<file path="src/rtl/multicycle_control_if.sv">
// Interface between the multi-cycle controller and the MIPS datapath.
// The controller is the master; the datapath (or a bench) sits on the slave side.
interface multicycle_control_if;
  logic [5:0] OpCode;
  logic       mem_ready;
  logic       PCWrite;
  logic       Branch;
  logic       IorD;
  logic       MemRead;
  logic       MemWrite;
  logic       IRWrite;
  logic       RegDst;
  logic       MemToReg;
  logic       RegWrite;
  logic       ALUSrcA;
  logic [1:0] ALUSrcB;
  logic [1:0] ALUOp;
  logic [1:0] PCSrc;
  logic       done;
  logic       illegal_op;
  logic [3:0] state;

  modport master (
    input  OpCode, mem_ready,
    output PCWrite, Branch, IorD, MemRead, MemWrite, IRWrite, RegDst,
           MemToReg, RegWrite, ALUSrcA, ALUSrcB, ALUOp, PCSrc, done,
           illegal_op, state
  );

  modport slave (
    output OpCode, mem_ready,
    input  PCWrite, Branch, IorD, MemRead, MemWrite, IRWrite, RegDst,
           MemToReg, RegWrite, ALUSrcA, ALUSrcB, ALUOp, PCSrc, done,
           illegal_op, state
  );
endinterface

</file>
<file path="src/rtl/multicycle_control.sv">
// Moore sequencing FSM for the multi-cycle MIPS core (fetch/decode/execute/mem/wb).
// Define MC_JUMP_EN to build the JUMP state; otherwise opcode 000010 is illegal.
module multicycle_control (
  input logic                  clk,
  input logic                  reset,
  multicycle_control_if.master bus
);

  typedef enum logic [3:0] {
    IDLE   = 4'd0,
    FETCH  = 4'd1,
    DECODE = 4'd2,
    MEMADR = 4'd3,
    MEMRD  = 4'd4,
    MEMWB  = 4'd5,
    MEMWR  = 4'd6,
    EXEC   = 4'd7,
    ALUWB  = 4'd8,
    BRANCH = 4'd9,
    ADDIWB = 4'd10
`ifdef MC_JUMP_EN
    ,
    JUMP   = 4'd11
`endif
  } state_t;

  localparam logic [5:0] OP_RTYPE = 6'b000000;
  localparam logic [5:0] OP_LW    = 6'b100011;
  localparam logic [5:0] OP_SW    = 6'b101011;
  localparam logic [5:0] OP_ADDI  = 6'b001000;
  localparam logic [5:0] OP_BEQ   = 6'b000100;
`ifdef MC_JUMP_EN
  localparam logic [5:0] OP_J     = 6'b000010;
`endif

  state_t cur_state;
  state_t nxt_state;

  always_ff @(posedge clk) begin
    if (!reset) cur_state <= IDLE;
    else        cur_state <= nxt_state;
  end

  assign bus.state = cur_state;

  // Unused encodings fall into the default arm: outputs stay 0 and we resync at FETCH.
  always_comb begin
    nxt_state      = FETCH;
    bus.PCWrite    = 1'b0;
    bus.Branch     = 1'b0;
    bus.IorD       = 1'b0;
    bus.MemRead    = 1'b0;
    bus.MemWrite   = 1'b0;
    bus.IRWrite    = 1'b0;
    bus.RegDst     = 1'b0;
    bus.MemToReg   = 1'b0;
    bus.RegWrite   = 1'b0;
    bus.ALUSrcA    = 1'b0;
    bus.ALUSrcB    = 2'b00;
    bus.ALUOp      = 2'b00;
    bus.PCSrc      = 2'b00;
    bus.done       = 1'b0;
    bus.illegal_op = 1'b0;

    case (cur_state)
      IDLE: nxt_state = FETCH;

      FETCH: begin
        bus.MemRead = 1'b1;
        bus.ALUSrcB = 2'b01;
        bus.IRWrite = bus.mem_ready;
        bus.PCWrite = bus.mem_ready;
        nxt_state   = bus.mem_ready ? DECODE : FETCH;
      end

      DECODE: begin
        bus.ALUSrcB = 2'b11;
        case (bus.OpCode)
          OP_RTYPE:              nxt_state = EXEC;
          OP_LW, OP_SW, OP_ADDI: nxt_state = MEMADR;
          OP_BEQ:                nxt_state = BRANCH;
`ifdef MC_JUMP_EN
          OP_J:                  nxt_state = JUMP;
`endif
          default: begin
            bus.illegal_op = 1'b1;
            bus.done       = 1'b1;
            nxt_state      = FETCH;
          end
        endcase
      end

      // The IR holds the opcode from FETCH onward, so it can be re-decoded here.
      MEMADR: begin
        bus.ALUSrcA = 1'b1;
        bus.ALUSrcB = 2'b10;
        case (bus.OpCode)
          OP_LW:   nxt_state = MEMRD;
          OP_SW:   nxt_state = MEMWR;
          OP_ADDI: nxt_state = ADDIWB;
          default: nxt_state = FETCH;
        endcase
      end

      MEMRD: begin
        bus.MemRead = 1'b1;
        bus.IorD    = 1'b1;
        nxt_state   = bus.mem_ready ? MEMWB : MEMRD;
      end

      MEMWB: begin
        bus.MemToReg = 1'b1;
        bus.RegWrite = 1'b1;
        bus.done     = 1'b1;
      end

      MEMWR: begin
        bus.MemWrite = 1'b1;
        bus.IorD     = 1'b1;
        bus.done     = bus.mem_ready;
        nxt_state    = bus.mem_ready ? FETCH : MEMWR;
      end

      EXEC: begin
        bus.ALUSrcA = 1'b1;
        bus.ALUOp   = 2'b10;
        nxt_state   = ALUWB;
      end

      ALUWB: begin
        bus.RegDst   = 1'b1;
        bus.RegWrite = 1'b1;
        bus.done     = 1'b1;
      end

      BRANCH: begin
        bus.ALUSrcA = 1'b1;
        bus.ALUOp   = 2'b01;
        bus.PCSrc   = 2'b01;
        bus.Branch  = 1'b1;
        bus.done    = 1'b1;
      end

      ADDIWB: begin
        bus.RegWrite = 1'b1;
        bus.done     = 1'b1;
      end

`ifdef MC_JUMP_EN
      JUMP: begin
        bus.PCWrite = 1'b1;
        bus.PCSrc   = 2'b10;
        bus.done    = 1'b1;
      end
`endif

      default: nxt_state = FETCH;
    endcase
  end

endmodule

</file>
<file path="src/flat_wrapper.sv">
// flat-port wrapper written by rule: the top's interface ports become plain ports
module multicycle_control_flat 
  (clk, reset, bus_OpCode, bus_mem_ready, bus_PCWrite, bus_Branch, bus_IorD, bus_MemRead, bus_MemWrite, bus_IRWrite, bus_RegDst, bus_MemToReg, bus_RegWrite, bus_ALUSrcA, bus_ALUSrcB, bus_ALUOp, bus_PCSrc, bus_done, bus_illegal_op, bus_state);
  multicycle_control_if bus_i ();
  input logic clk;
  input logic reset;
  input wire logic [$bits(bus_i.OpCode)-1:0] bus_OpCode;
  input wire logic [$bits(bus_i.mem_ready)-1:0] bus_mem_ready;
  output wire logic [$bits(bus_i.PCWrite)-1:0] bus_PCWrite;
  output wire logic [$bits(bus_i.Branch)-1:0] bus_Branch;
  output wire logic [$bits(bus_i.IorD)-1:0] bus_IorD;
  output wire logic [$bits(bus_i.MemRead)-1:0] bus_MemRead;
  output wire logic [$bits(bus_i.MemWrite)-1:0] bus_MemWrite;
  output wire logic [$bits(bus_i.IRWrite)-1:0] bus_IRWrite;
  output wire logic [$bits(bus_i.RegDst)-1:0] bus_RegDst;
  output wire logic [$bits(bus_i.MemToReg)-1:0] bus_MemToReg;
  output wire logic [$bits(bus_i.RegWrite)-1:0] bus_RegWrite;
  output wire logic [$bits(bus_i.ALUSrcA)-1:0] bus_ALUSrcA;
  output wire logic [$bits(bus_i.ALUSrcB)-1:0] bus_ALUSrcB;
  output wire logic [$bits(bus_i.ALUOp)-1:0] bus_ALUOp;
  output wire logic [$bits(bus_i.PCSrc)-1:0] bus_PCSrc;
  output wire logic [$bits(bus_i.done)-1:0] bus_done;
  output wire logic [$bits(bus_i.illegal_op)-1:0] bus_illegal_op;
  output wire logic [$bits(bus_i.state)-1:0] bus_state;
  assign bus_i.OpCode = bus_OpCode;
  assign bus_i.mem_ready = bus_mem_ready;
  assign bus_PCWrite = bus_i.PCWrite;
  assign bus_Branch = bus_i.Branch;
  assign bus_IorD = bus_i.IorD;
  assign bus_MemRead = bus_i.MemRead;
  assign bus_MemWrite = bus_i.MemWrite;
  assign bus_IRWrite = bus_i.IRWrite;
  assign bus_RegDst = bus_i.RegDst;
  assign bus_MemToReg = bus_i.MemToReg;
  assign bus_RegWrite = bus_i.RegWrite;
  assign bus_ALUSrcA = bus_i.ALUSrcA;
  assign bus_ALUSrcB = bus_i.ALUSrcB;
  assign bus_ALUOp = bus_i.ALUOp;
  assign bus_PCSrc = bus_i.PCSrc;
  assign bus_done = bus_i.done;
  assign bus_illegal_op = bus_i.illegal_op;
  assign bus_state = bus_i.state;
  multicycle_control u_core (.clk(clk), .reset(reset), .bus(bus_i));
endmodule
</file>
<file path="config.mk">
export PLATFORM = sky130hd
export DESIGN_NAME = multicycle_control_flat
export DESIGN_NICKNAME = d
export VERILOG_FILES = /design/src/rtl/multicycle_control_if.sv /design/src/rtl/multicycle_control.sv /design/src/flat_wrapper.sv
export SDC_FILE = /design/constraint.sdc
export NUM_CORES = 1
export LEC_CHECK = 0
export ABC_CLOCK_PERIOD_IN_PS = 1400
export CAP_MARGIN = 10
export CORE_AREA = 2 2 43 45
export CTS_BUF_LIST = sky130_fd_sc_hd__clkbuf_8
export DETAILED_ROUTE_END_ITERATION = 10
export DIE_AREA = 0 0 45 47
export PLACE_DENSITY = 0.74
export SETUP_SLACK_MARGIN = 0.5
export SYNTH_ARGS = -nofsm -noshare
export SYNTH_HDL_FRONTEND = slang
export SYNTH_SLANG_ARGS = --single-unit
</file>
<file path="constraint.sdc">
create_clock -name clk -period 1.4 [get_ports clk]
set_input_delay 0.28 -clock clk [delete_from_list [all_inputs] [get_ports clk]]
set_output_delay 0.28 -clock clk [all_outputs]
set_load 0.02 [all_outputs]
</file>
==> summary.txt, run 1 <==
Placement Setup Slack: -1.01 ns
status: stopped before the end
placed cell area: 1280 um2
H-tree depth: 1
asr flop ratio synth: 0
number of buffers created by CTS: 3
die width: 45 um
Max clock buf depth: 2
Syn Inst Count: 75
CTS sink cnt: 4
Ports: 31
number of hold buffers added after CTS: 0
Post-Syn Nets: 84
largest net degree at the start of global routing: 9
Netlist cell types: 33
final RePlAce weighted congestion: 0.847
syn_area_per_cell: 7.32 um2
Halt Stage: 5_1_grt
error msg: [ERROR DPL-0038] Utilization greater than 100%, impossible to legalize
worst endpoint type: top-level output
ys flop type: dfxtp_1
hpwl dp: 1.72 mm
Buffers on Ports: 29
Die Y: 47 um
synth warn: 0
Root Driver: clkbuf_8
post-synthesis register bit count: 4
grt repair worst endpoint: bus_done
number of synthesized flops with an enable pin: 0
Initial Util: 0.333
sequential share of the synthesized area: 0.146
FP Rows: 15
Post-Syn Area: 549 um2
-- metrics by stage --
stage               setup TNS, ns  std cells   util  hold WS (ns)
CTS                         -2.82        162  0.952         0.510
detailed placement          -9.90        145  0.774         0.654
global placement            -9.44        145  0.774         0.656
floorplan                  -0.181         75      -         0.405
-- logic make-up after synthesis --
family	after synthesis	synth area share
simple gates	40	0.456
compound gates	18	0.239
buf+inv	11	0.137
flops	4	0.146
xor+xnor	1	0.0159
other cells	1	0.00683
-- repair_timing --
item | 4_1_cts
endpoints found under the setup margin | 25
setup buffers | 14
pin swaps | 11
resized for setup | 165
-- synthesized netlist by cell type (2+ instances only) --
| library cell | n | area share |
|---|---|---|
| buf_6 | 2 | 0.041 |
| nand2b_1 | 6 | 0.068 |
| nor3_1 | 4 | 0.036 |
| dfxtp_1 | 4 | 0.15 |
| inv_1 | 3 | 0.020 |
| nand2_1 | 3 | 0.020 |
| o221ai_1 | 2 | 0.032 |
| nor2b_1 | 6 | 0.068 |
| buf_4 | 5 | 0.068 |
| a21oi_1 | 2 | 0.018 |
| nor3b_1 | 2 | 0.027 |
| a31oi_1 | 2 | 0.023 |
| o21a_1 | 3 | 0.041 |
| nor2_1 | 9 | 0.061 |
| nand3b_1 | 2 | 0.027 |
| o21ai_0 | 3 | 0.027 |
==> run 2: changes to the inputs <==
Settings changed: ABC_CLOCK_PERIOD_IN_PS 1400 to 1800, CORE_AREA 2 2 43 45 to 2 2 63 65, CTS_BUF_LIST sky130_fd_sc_hd__clkbuf_8 to default, DIE_AREA 0 0 45 47 to 0 0 65 67, PLACE_DENSITY 0.74 to default, PLACE_DENSITY_LB_ADDON from default to 0.15, SETUP_SLACK_MARGIN 0.5 to default.
Clock period 1.4 ns to 1.8 ns, I/O delays scaled along.
==> run 2 against run 1 <==
The flow now finishes, with violations (setup timing). Synthesized cell count unchanged. Synthesized area unchanged.
==> summary.txt, run 2 <==
status: finished with violations
failing checks: setup timing
origin of the critical flop-to-flop path: u_core.bus.state[1]
CORE AREA: 3610 um2
Total Wirelength: 2.00 mm
hold path depth: 5
Tot GR Track Use: 0.0957
Post-DRT Antenna Nets: 0
remaining routing DRC violations: 0
Layout Cells excl Fill: 173
syn_area_per_cell: 7.32 um2
die area: 4360 um2
worst skew pair latency: 0.21 ns
largest area contributor in the netlist: dfxtp_1
Buf+Inv Stages, Crit Path: 2
post-synthesis register bit count: 4
Reg area: 80.1 um2
Tcrit/Tclk final: 1.01
Netlist cell types: 33
Die Y: 67 um
minimum clock period: 1.82 ns
Max Freq: 0.549 GHz
Setup CP Type: input pin to output port
Max clock buf depth: 2
share of cells above drive strength 1: 0.496
ys flop type: dfxtp_1
crit-path max FO: 2
FF-to-FF path depth: 6
clk slew on worst S/H paths: 0.03 ns
vias in the first global route: 741
Routed WL per cell: 11.5 um
die width: 65 um
initial antenna violation count: 0
first-pass GRT wire length: 3.30 mm
VDD IR-drop max: 98.3 uV
asr flop ratio synth: 0
FP Rows: 22
crit path launch type: input pin
H-tree depth: 1
setup_tns: -0.0215 ns
GRT Residual Overflow: 0
most common cell after layout, fill and taps aside: buf_4
CTS sink cnt: 4
number of hold buffers added after CTS: 0
Post-Syn Area: 549 um2
RSZ-0062 raised after global routing: yes
worst reg2reg setup slack: 0.12 ns
post-placement cell count: 171
Post-synth top cells: nor2_1, nand2b_1, nor2b_1
fin. max-slew vios: 0
cell chain of the critical path: buf_6, or4_4, o21ai_2, o221ai_2, buf_4
LEAKAGE: 0.479 nW
max_cap viols: 0
number of buffers created by CTS: 3
Root Driver: clkbuf_8
fin nets: 136
top cells by area, synth: dfxtp_1, buf_4, nand2b_1, nor2b_1, nor2_1
Critical Path Slowest Stage Cell: or4_4
drt initial violations: 14
sequential share of the synthesized area: 0.146
Worst EP required: 1.44 ns
detailed-route vias per instance: 4.24
fin worst setup slack: -0.0215 ns
routed vias: 734
fillcell total: 417
hold crit path type: input pin to flip-flop
Pwr Total: 0.418 mW
hpwl dp: 1.60 mm
number of synthesized flops with an enable pin: 0
Ant. Diodes: 0
CP Depth: 5
final RePlAce weighted congestion: 0.772
Syn Inst Count: 75
delay-heaviest family, CP: simple AND/OR/NAND/NOR gates
Area Overhead vs Synth: 88.2%
largest net degree at the start of global routing: 14
Initial Util: 0.152
Post-Syn Nets: 84
Worst Hold Path EP: u_core.bus.state[1]
area of the multi-input gates: 429 um2
Buffers on Ports: 29
synth warn: 0
max FFs per register: 4
DRT Pass-1 Iters: 4
max incr delay on CP: 0.54 ns
most frequent cells in the layout: buf_4, buf_2, nor2_1
CTS tree: done
WP data arrival: 1.46 ns
pwr dens: 404 nW/um2
Clock Skew: 0.000775 ns
hold_sp: bus_OpCode[4]
post-synth top area share: 0.146
Final Setup Violations: 1
R2R Path End: u_core.bus.state[2]
Ports: 31
element type at the critical path end: output port
top-count cell post-synth: nor2_1
Fin. Hold Viols: 0
-- run 2: cell counts after synthesis --
Identical to the previous run, type by type.
-- run 2: cell type report --
class                   count  share of cell area
clock buffers               3              0.0400
inverters                   3              0.0109
well taps                  48              0.0581
flip-flops and latches      4              0.0775
multi-input cells          60               0.415
repair buffers             55               0.398
-- run 2: worst max-delay path by stage --
stage | slack [ns] | to | from
2_1_floorplan | 0.03 | u_core.bus.state[1] | u_core.bus.state[1]
3_3_place_gp | -0.82 | bus_done | bus_OpCode[0]
3_5_place_dp | -0.82 | bus_done | bus_OpCode[0]
4_1_cts | -0.03 | bus_done | bus_OpCode[5]
5_1_grt | -0.07 | bus_done | bus_OpCode[5]
6_report | -0.02 | bus_done | bus_OpCode[5]
-- run 2: worst reg2reg max path, delay by kind of cell (launching register included) --
kind            cells  cell delay (ns)
buf+inv             3             0.43
flops               1             0.31
simple gates        2             0.67
compound gates      1             0.19
-- run 2: through the flow --
step                      utilization  worst slack [ns]  hold WS, ns  instance area [um2]
after floorplan                     -            0.0315        0.486                  556
after global placement          0.290            -0.819        0.693                 1040
after detailed placement        0.290            -0.819        0.669                 1040
after CTS                       0.287           -0.0312        0.639                 1040
after global routing            0.287           -0.0724        0.652                 1030
final                           0.287           -0.0215        0.630                 1030
-- run 2: layer usage --
metal  up-vias  wire [um]  track usage
met3         2        134       0.0152
met2        28        945        0.171
met4         0         17       0.0399
met1       332        898        0.113
li1        372          -            -
met5         -          0            0
-- run 2: cells by family (layout without fill, tap and decap cells) --
kind of cell / after synthesis / after routing / synth area share
AOI/OAI and AO/OA: 18 / 18 / 0.239
buffers and inverters: 11 / 61 / 0.137
other: 1 / 1 / 0.00683
DFF: 4 / 4 / 0.146
and+or+nand+nor: 40 / 40 / 0.456
xor gates and xnor gates: 1 / 1 / 0.0159
-- run 2: report_power, final --
part	internal (mW)	switching (mW)	total, mW
logic	0.0701	0.0674	0.137
clock network	0.142	0.0437	0.186
registers	0.0920	0.00207	0.0940
total	0.304	0.113	0.418
-- run 2: repair_timing --
action | 4_1_cts | 5_1_grt
pin swaps | 5 | 0
setup endpoints to repair | 21 | 11
setup buffers | 0 | 0
gates resized for setup | 84 | 15
(Power assumes the default switching activity.)
